## config.mk

```make
export PLATFORM = sky130hd
export DESIGN_NAME = lsu_flat
export DESIGN_NICKNAME = d
export VERILOG_FILES = /design/src/rtl/lsu_if.sv /design/src/rtl/lsu.sv /design/src/flat_wrapper.sv
export SDC_FILE = /design/constraint.sdc
export NUM_CORES = 1
export LEC_CHECK = 0
export CORE_MARGIN = 10
export CORE_UTILIZATION = 42
export CTS_BUF_LIST = sky130_fd_sc_hd__clkbuf_8
export DETAILED_ROUTE_END_ITERATION = 12
export PLACE_DENSITY = 0.9
export SYNTH_ARGS = -nofsm -noshare
export SYNTH_HDL_FRONTEND = slang
export SYNTH_SLANG_ARGS = --single-unit
```

## constraint.sdc

```tcl
create_clock -name clock -period 2.5 [get_ports clock]
set_input_delay 0.25 -clock clock [delete_from_list [all_inputs] [get_ports clock]]
set_output_delay 0.25 -clock clock [all_outputs]
set_load 0.01 [all_outputs]
```

## src/rtl/lsu_if.sv

```systemverilog
// Data-memory request/acknowledge bus between the load/store unit and memory.
// The LSU drives the request side; memory returns ack and read data.
interface lsu_if #(
    parameter int unsigned XLEN = 32
);
    logic              dmem_req;
    logic              dmem_we;
    logic [XLEN-1:0]   dmem_addr;
    logic [XLEN-1:0]   dmem_wdata;
    logic [XLEN/8-1:0] dmem_wstrb;
    logic              dmem_ack;
    logic [XLEN-1:0]   dmem_rdata;

    modport master (
        output dmem_req, dmem_we, dmem_addr, dmem_wdata, dmem_wstrb,
        input  dmem_ack, dmem_rdata
    );

    modport slave (
        input  dmem_req, dmem_we, dmem_addr, dmem_wdata, dmem_wstrb,
        output dmem_ack, dmem_rdata
    );
endinterface

```

## src/rtl/lsu.sv

```systemverilog
// Load/store unit: one memory instruction at a time, lane-aligned stores, extended loads.
// Misaligned or unsupported-width accesses complete without touching memory.
module lsu #(
    parameter int unsigned XLEN = 32
) (
    input  logic            clock,
    input  logic            reset,
    input  logic            req_valid,
    output logic            req_ready,
    input  logic            s_load,
    input  logic            s_store,
    input  logic [2:0]      funct3,
    input  logic [XLEN-1:0] base,
    input  logic [XLEN-1:0] offset,
    input  logic [XLEN-1:0] store_data,
    output logic [XLEN-1:0] mem_addr,
    output logic [2:0]      funct3_out,
    output logic            load_out,
    output logic            store_out,
    output logic            done,
    output logic            misalign,
    output logic [XLEN-1:0] load_data,
    lsu_if.master           dmem
);
    typedef enum logic [1:0] {StIdle, StAccess, StResp} state_e;

    state_e            state;
    logic [XLEN-1:0]   eff_addr;
    logic              accept;
    logic              supported;
    logic              misaligned;
    logic [XLEN-1:0]   wdata_n;
    logic [XLEN/8-1:0] wstrb_n;
    logic [XLEN-1:0]   shifted;
    logic [XLEN-1:0]   load_ext;

    always_comb begin
        eff_addr   = base + offset;
        accept     = req_valid & req_ready & (s_load ^ s_store);
        supported  = s_load ? (funct3[1:0] != 2'b11) : (!funct3[2] && funct3[1:0] != 2'b11);
        misaligned = ((funct3[1:0] == 2'b01) & eff_addr[0]) |
                     ((funct3[1:0] == 2'b10) & (|eff_addr[1:0]));
        wdata_n = store_data;
        wstrb_n = '1;
        unique case (funct3[1:0])
            2'b00: begin
                wdata_n = {(XLEN/8){store_data[7:0]}};
                wstrb_n = {{(XLEN/8-1){1'b0}}, 1'b1} << eff_addr[1:0];
            end
            2'b01: begin
                wdata_n = {(XLEN/16){store_data[15:0]}};
                wstrb_n = {{(XLEN/8-2){1'b0}}, 2'b11} << eff_addr[1:0];
            end
            default: ;
        endcase
    end

    always_comb begin
        shifted  = dmem.dmem_rdata >> {mem_addr[1:0], 3'b000};
        load_ext = shifted;
        unique case (funct3_out[1:0])
            2'b00:   load_ext = {{(XLEN-8){~funct3_out[2] & shifted[7]}}, shifted[7:0]};
            2'b01:   load_ext = {{(XLEN-16){~funct3_out[2] & shifted[15]}}, shifted[15:0]};
            default: ;
        endcase
    end

    always_ff @(posedge clock) begin
        if (!reset) begin
            state           <= StIdle;
            req_ready       <= 1'b0;
            mem_addr        <= '0;
            funct3_out      <= '0;
            load_out        <= 1'b0;
            store_out       <= 1'b0;
            done            <= 1'b0;
            misalign        <= 1'b0;
            load_data       <= '0;
            dmem.dmem_req   <= 1'b0;
            dmem.dmem_we    <= 1'b0;
            dmem.dmem_addr  <= '0;
            dmem.dmem_wdata <= '0;
            dmem.dmem_wstrb <= '0;
        end else begin
            unique case (state)
                StIdle: begin
                    done     <= 1'b0;
                    misalign <= 1'b0;
                    if (accept) begin
                        req_ready  <= 1'b0;
                        mem_addr   <= eff_addr;
                        funct3_out <= funct3;
                        load_out   <= s_load;
                        store_out  <= s_store;
                        load_data  <= '0;
                        if (!supported) begin
                            done  <= 1'b1;
                            state <= StResp;
                        end else if (misaligned) begin
                            done     <= 1'b1;
                            misalign <= 1'b1;
                            state    <= StResp;
                        end else begin
                            dmem.dmem_req   <= 1'b1;
                            dmem.dmem_we    <= s_store;
                            dmem.dmem_addr  <= {eff_addr[XLEN-1:2], 2'b00};
                            dmem.dmem_wdata <= s_store ? wdata_n : '0;
                            dmem.dmem_wstrb <= s_store ? wstrb_n : '0;
                            state           <= StAccess;
                        end
                    end else begin
                        req_ready <= 1'b1;
                    end
                end
                StAccess: begin
                    if (dmem.dmem_ack) begin
                        dmem.dmem_req   <= 1'b0;
                        dmem.dmem_we    <= 1'b0;
                        dmem.dmem_wstrb <= '0;
                        done            <= 1'b1;
                        load_data       <= load_out ? load_ext : '0;
                        state           <= StResp;
                    end
                end
                StResp: begin
                    done      <= 1'b0;
                    misalign  <= 1'b0;
                    req_ready <= 1'b1;
                    state     <= StIdle;
                end
                default: state <= StIdle;
            endcase
        end
    end
endmodule

```

## src/flat_wrapper.sv

```systemverilog
// flat-port wrapper written by rule: the top's interface ports become plain ports
module lsu_flat 
#(
    parameter int unsigned XLEN = 32
)
  (clock, reset, req_valid, req_ready, s_load, s_store, funct3, base, offset, store_data, mem_addr, funct3_out, load_out, store_out, done, misalign, load_data, dmem_dmem_req, dmem_dmem_we, dmem_dmem_addr, dmem_dmem_wdata, dmem_dmem_wstrb, dmem_dmem_ack, dmem_dmem_rdata);
  lsu_if #(.XLEN(XLEN)) dmem_i ();
  input  logic clock;
  input  logic reset;
  input  logic req_valid;
  output logic req_ready;
  input  logic s_load;
  input  logic s_store;
  input  logic [2:0] funct3;
  input  logic [XLEN-1:0] base;
  input  logic [XLEN-1:0] offset;
  input  logic [XLEN-1:0] store_data;
  output logic [XLEN-1:0] mem_addr;
  output logic [2:0] funct3_out;
  output logic load_out;
  output logic store_out;
  output logic done;
  output logic misalign;
  output logic [XLEN-1:0] load_data;
  output wire logic [$bits(dmem_i.dmem_req)-1:0] dmem_dmem_req;
  output wire logic [$bits(dmem_i.dmem_we)-1:0] dmem_dmem_we;
  output wire logic [$bits(dmem_i.dmem_addr)-1:0] dmem_dmem_addr;
  output wire logic [$bits(dmem_i.dmem_wdata)-1:0] dmem_dmem_wdata;
  output wire logic [$bits(dmem_i.dmem_wstrb)-1:0] dmem_dmem_wstrb;
  input wire logic [$bits(dmem_i.dmem_ack)-1:0] dmem_dmem_ack;
  input wire logic [$bits(dmem_i.dmem_rdata)-1:0] dmem_dmem_rdata;
  assign dmem_dmem_req = dmem_i.dmem_req;
  assign dmem_dmem_we = dmem_i.dmem_we;
  assign dmem_dmem_addr = dmem_i.dmem_addr;
  assign dmem_dmem_wdata = dmem_i.dmem_wdata;
  assign dmem_dmem_wstrb = dmem_i.dmem_wstrb;
  assign dmem_i.dmem_ack = dmem_dmem_ack;
  assign dmem_i.dmem_rdata = dmem_dmem_rdata;
  lsu #(.XLEN(XLEN)) u_core (.clock(clock), .reset(reset), .req_valid(req_valid), .req_ready(req_ready), .s_load(s_load), .s_store(s_store), .funct3(funct3), .base(base), .offset(offset), .store_data(store_data), .mem_addr(mem_addr), .funct3_out(funct3_out), .load_out(load_out), .store_out(store_out), .done(done), .misalign(misalign), .load_data(load_data), .dmem(dmem_i));
endmodule
```

== Word-level counts from Yosys, hierarchy flattened ==
Index checks and enable logic that the tools add are counted.

* Bits in registers: 142
* Latch bits: 0
* RAM bits: 0
* ROM bits: 0
* Bits of input ports: 137
* Output and inout port bits: 142
* Word-level logic and storage cells: 92
* Memories: 0

* Add/sub/neg operators: 1
* Multiply operators: 0
* Div/mod/pow operators: 0
* Magnitude comparators: 0
* Equality and inequality tests: 10
* Shift-type cells: 3
* Muxes and demuxes: 39
* Bitwise operators: 10
* Reductions and logical operators: 15

{| class="wikitable"
|+ Operators with widths
! operator !! count
|-
| 32-bit one-hot mux with 2 select lines || 3
|-
| 32-bit 2-to-1 mux || 4
|-
| 32-bit adder || 1
|-
| 32-bit by 5-bit right shift with 32-bit output || 1
|-
| 4-bit 2-to-1 mux || 5
|-
| 4-bit one-hot mux with 2 select lines || 2
|-
| 1-bit 2-to-1 mux || 15
|-
| 2-bit 2-to-1 mux || 4
|-
| 1-bit one-hot mux with 2 select lines || 4
|-
| 1-bit bitwise AND || 6
|-
| 2-bit by 1-bit == test with 1-bit output, second input constant || 3
|-
| 2-bit zero test || 3
|-
| 2-bit inequality test, second input constant || 3
|-
| 2-bit AND reduction || 3
|-
| 5-bit AND reduction || 1
|-
| 2-bit == test, second input constant || 2
|-
| 2-bit by 1-bit inequality test with 1-bit output, second input constant || 2
|-
| 2-bit one-hot mux with 2 select lines || 1
|-
| 4-bit AND reduction || 1
|-
| 2-bit nonzero test || 2
|-
| 1-bit by 2-bit << shifter with 4-bit output, first input constant || 1
|-
| 2-bit by 2-bit << shifter with 4-bit output, first input constant || 1
|-
| 1-bit one-hot mux with 3 select lines || 1
|-
| 3-bit AND reduction || 1
|-
| 7 further kinds || 8
|}

== Longest topological paths before layout ==
* Depth after elaboration: 8
* Mapped depth: 11
* Depth with buffers taken out: 9

== Worst setup path before layout ==
Ideal clock, no wire load.

* Path kind: input-to-reg
* Start: input offset[0]
* End: register u_core.dmem.dmem_addr[28]
* Setup time: 126 ps
* Arrival: 2,436 ps
* Required time: 2,374 ps
* Setup slack: -61 ps
* Stages: 9
* Path buffers: 0
* Cells stage by stage: ha_1 -> fa_1 -> a211oi_1 -> o211ai_1 -> a2111oi_2 -> nor4_2 -> o211ai_1 -> nor3b_1 -> o31ai_1

* Longest elaborated chain between the ends: 6
* Elaborated cells between the ends (all ways): 7
* Those cells by class: add/sub: 1; bitwise: 4; reduce/logical: 2

{| class="wikitable"
|+ RTL lines
! item !! line !! source
|-
| start, declared || flat_wrapper.sv:16 || <nowiki>input logic [XLEN-1:0] offset;</nowiki>
|-
| 32-bit adder * || lsu.sv:38 || <nowiki>eff_addr = base + offset;</nowiki>
|-
| 2-bit OR reduction || lsu.sv:42 || <nowiki>((funct3[1:0] == 2'b10) & (|eff_addr[1:0]));</nowiki>
|-
| 1-bit bitwise AND || lsu.sv:42 ||
|-
| 1-bit OR || lsu.sv:41 || <nowiki>misaligned = ((funct3[1:0] == 2'b01) & eff_addr[0]) |</nowiki>
|-
| 1-bit NOT (no source line) || -- ||
|-
| 4-bit AND reduction (no source line) || -- ||
|-
| end signal, assigned || lsu.sv:106 || <nowiki>dmem.dmem_addr <= {eff_addr[XLEN-1:2], 2'b00};</nowiki>
|-
| end, declared || lsu_if.sv:15 || <nowiki>output dmem_req, dmem_we, dmem_addr, dmem_wdata, dmem_wstrb,</nowiki>
|}

Mark *: on every way between the ends. The rest lies on a longest branch, timed or not.
A chain may end at the register's enable or synchronous reset.

== Final worst setup path ==
* Start: input base[0]
* End: register u_core.dmem.dmem_addr[28]

* Longest elaborated chain between the ends: 6
* Elaborated cells between the ends (all ways): 7
* Those cells by class: add/sub: 1; bitwise: 4; reduce/logical: 2

{| class="wikitable"
|+ RTL lines
! item !! line !! source
|-
| start, declared || flat_wrapper.sv:15 || <nowiki>input logic [XLEN-1:0] base;</nowiki>
|-
| 32-bit adder * || lsu.sv:38 ||
|-
| 2-bit OR reduction || lsu.sv:42 ||
|-
| 1-bit bitwise AND || lsu.sv:42 ||
|-
| 1-bit OR || lsu.sv:41 ||
|-
| 1-bit NOT (no source line) || -- ||
|-
| 4-bit AND reduction (no source line) || -- ||
|}

Marks and branches as above.

==> results by group <==
STA
  – Setup Skew: around 12 ps
  – # setup viols final: 0
  – Slew @ Worst Pin: about 690 ps
  – Crit path time final: 2450 ps
  – Setup_tns: 0 ps
  – Final Slew Violations: 0
  – Period utilization: 0.979
  – F_max: 409 MHz
  – Final hold violation count: 0
  – Rel. slew slack: 0.540

Placement
  – Detailed placer's ending HPWL: 23,200 µm
  – Placed insts: 1,548
  – Placer Congestion: 0.934
  – Port bufs: 276

Final layout
  – Nets: between 1,500 and 2,000
  – Finished Layout Cells: between 1,500 and 2,000
  – Fillers: between 1,000 and 1,500
  – Area growth syn-to-layout: 52.2%
  – Fin util: 0.657
  – Layout cell share with drive strength beyond 1: 0.130
  – ANT cells: 0

Critical path
  – Critical Path Source: base[0]
  – Reg2reg start: u_core.state[1]$_SDFFE_PN0P_
  – CP max stage delay: 520 ps
  – Worst EP required: 2840 ps
  – Crit path DAT: 2790 ps
  – Slowest CP cell: a2111oi_4
  – Crit path capture type: register
  – CP Launch Type: input pin
  – Crit path max fanout: 3
  – CP dominant cell by count: o211ai_1
  – WS Path Type: in2reg
  – Worst path cell trace: clkdlybuf4s15_1, ha_2, fa_2, a211oi_2, o211ai_1, a2111oi_4, nor4_4, o211ai_1, nor3b_2, o31ai_1

Global routing
  – Vias in the first global route: between 9,000 and 10,000
  – Largest net degree at the start of global routing: 50
  – Initial antenna violation count: 0
  – Total GRT Usage: 0.240
  – First-pass GRT wire length: 47,900 µm
  – GR Overflow Total: 0

Worst hold path
  – Min-delay worst type: in2reg
  – Hold Startpoint: funct3[2]

Synth
  – Cell variety after synth: between 60 and 70
  – Synthesized flop and latch total: 142
  – Synth warnings: 0
  – Sequential share of the synthesized area: 0.362
  – Syn Inst Count: 1,017
  – Mean Syn Cell Area: 7.72 µm²
  – Post-synth EDFFs: 0
  – Synthesized area: 7860 µm²
  – Ys flop type: dfxtp_1
  – Ys async rst share: 0

Run
  – MaxCap Viol Count: 0

Floorplan
  – Core Region: ~18,000 µm²
  – Die span in y: 157 µm
  – Die area: around 25,000 µm²
  – Die Wd: roughly 160 µm
  – Starting density of the core: 0.431
  – Site Rows: between 40 and 50
  – I/O Pins: 279

Route
  – Antenna-violating nets left: 0
  – Drt drc: 0
  – DRT iter0 DRCs: 684
  – Vias: 9,077
  – Pre-antenna DRT Iters: 5
  – Vias per inst: 5.73
  – WL final: 31,400 µm
  – WL per Instance: 19.8 µm

Power and ir drop
  – Pwr/cell area: just over 500 nW/µm²
  – LEAKAGE: approximately 4.5 nW
  – Peak VDD IR: 415 µV

CTS
  – Clock sinks: 142
  – H-Tree Level Count: 4
  – Clock buffer count from CTS: 17
  – Max clock buf depth: 2
  – Reg clk slew, reported paths: around 90 ps
  – Root Buffer: clkbuf_8
  – CTS tree: yes
  – Worst-Skew Late Latency: 440 ps

Run status
  – Outcome: finished clean
==> logic make-up (layout without fill, tap and decap cells) <==
group / count (synthesis) / in the layout / share of synthesized area
AO/OA/AOI/OAI: 294 / 294 / 0.234
XOR/XNOR: 22 / 22 / 0.0245
adder cells (fa/ha/maj): 35 / 35 / 0.0567
buffers and inverters: 88 / 426 / 0.0438
flip-flops: 142 / 142 / 0.362
multiplexers: 43 / 43 / 0.0575
other: 1 / 2 / 0.000477
AND/OR/NAND/NOR: 392 / 392 / 0.221
==> path summary, 6_finish.rpt <==
check,endpoint,slack (ps),cells past startpoint
setup / recovery,u_core.dmem.dmem_addr[28]$_SDFFE_PN0P_,50,10
hold / removal,u_core.funct3_out[2]$_SDFFE_PN0P_,410,3
setup reg to reg,u_core.dmem.dmem_wdata[0]$_SDFFE_PN0P_,380,8
hold reg to reg,u_core.dmem.dmem_wdata[22]$_SDFFE_PN0P_,450,2
==> where the power goes <==
group	internal (mW)	switching (mW)	leakage, nW
Clock	0.852	0.931	0.180
Sequential	2.35	0.0593	1.15
Combinational	0.854	0.970	3.15
Total	4.05	1.96	4.48
==> critical path: cells and delay by family <==
family	cells	cell delay, ps
adders and majority gates	2	610
and+or+nand+nor	2	370
AOI/OAI and AO/OA	5	1340
buffers and inverters	1	210
==> cell type report <==
class / instances / area, µm² / share of cell area
Clock buffer: 20 / 275 / 0.0230
Clock inverter: 10 / 91.3 / 0.00764
Inverter: 18 / 70.1 / 0.00586
Multi-Input combinational cell: 788 / 4800 / 0.401
Sequential cell: 142 / 2840 / 0.238
Tap cell: 229 / 287 / 0.0240
Timing Repair Buffer: 378 / 3590 / 0.300
==> stage by stage <==
stage	setup slack [ps]	cell area, µm²	hold WS [ps]	power, mW
finish	52.7	12000	405	6.01
global route	-15.4	12000	409	6.28
CTS	55.6	11800	375	5.97
detailed placement	-731	11400	447	4.18
global placement	-585	11400	437	4.15
floorplan	24.1	7860	386	3.34
==> timing repair <==
item	CTS	global route
endpoints found under the setup margin	18	16
gates resized for setup	7	18
buffers inserted	6	2
hold buffers	0	0
pin swaps	10	10
==> synth_stat cells, types with 3 or more instances <==
library cell | instances | area (µm²)
o211ai_1 | 12 | 90.1
or4_1 | 5 | 37.5
a32oi_1 | 7 | 61.3
nor2_1 | 83 | 312
nor3_1 | 8 | 40.0
and2_1 | 3 | 18.8
a21o_1 | 10 | 75.1
nand4_1 | 11 | 68.8
inv_1 | 17 | 63.8
o21a_1 | 6 | 45.0
a211oi_1 | 11 | 82.6
a41oi_1 | 3 | 26.3
o21bai_1 | 4 | 30.0
dfxtp_1 | 142 | 2840
a21oi_1 | 119 | 596
a22oi_1 | 26 | 195
nor2b_1 | 9 | 56.3
a211o_1 | 7 | 61.3
ha_1 | 34 | 425
buf_2 | 5 | 25.0
nand2_1 | 171 | 642
o2111ai_1 | 3 | 26.3
nand2b_1 | 7 | 43.8
a31oi_1 | 5 | 31.3
buf_1 | 4 | 15.0
o31ai_1 | 5 | 37.5
clkbuf_1 | 59 | 221
mux2i_1 | 26 | 260
o21ai_0 | 54 | 270
xnor2_1 | 8 | 70.1
mux2_2 | 17 | 191
or3_1 | 5 | 31.3
xor2_1 | 14 | 123
nand3_1 | 78 | 390
==> flip-flops by register name, summed over array words and instances (netlist names) <==
signal,count
u_core.funct3_out,3
u_core.dmem.dmem_req,1
u_core.dmem.dmem_wstrb,4
u_core.load_data,32
u_core.dmem.dmem_addr,30
u_core.store_out,1
u_core.dmem.dmem_wdata,32
u_core.req_ready,1
u_core.state,2
u_core.done,1
u_core.mem_addr,32
u_core.load_out,1
u_core.dmem.dmem_we,1
u_core.misalign,1
==> placed cells by master, fill, tap and decap left out, drive strengths merged, types with 11 or more instances in the layout <==
cell,count
o21ai,56
nand3,78
a21oi,119
nor2,84
clkdlybuf4s50,269
xor2,14
ha,34
nand2,172
clkbuf,20
mux2,17
buf,102
mux2i,26
inv,20
dfxtp,142
a211oi,11
a22oi,26
nand4,11
o211ai,12
==> metal layers <==
metal	track usage	up-vias	share of wire
met3	0.0757	110	0.092
met4	0.108	0	0.046
met2	0.410	451	0.48
met5	0	-	0
li1	-	4284	-
met1	0.269	4232	0.38
Power figures use the tool's default switching activity.
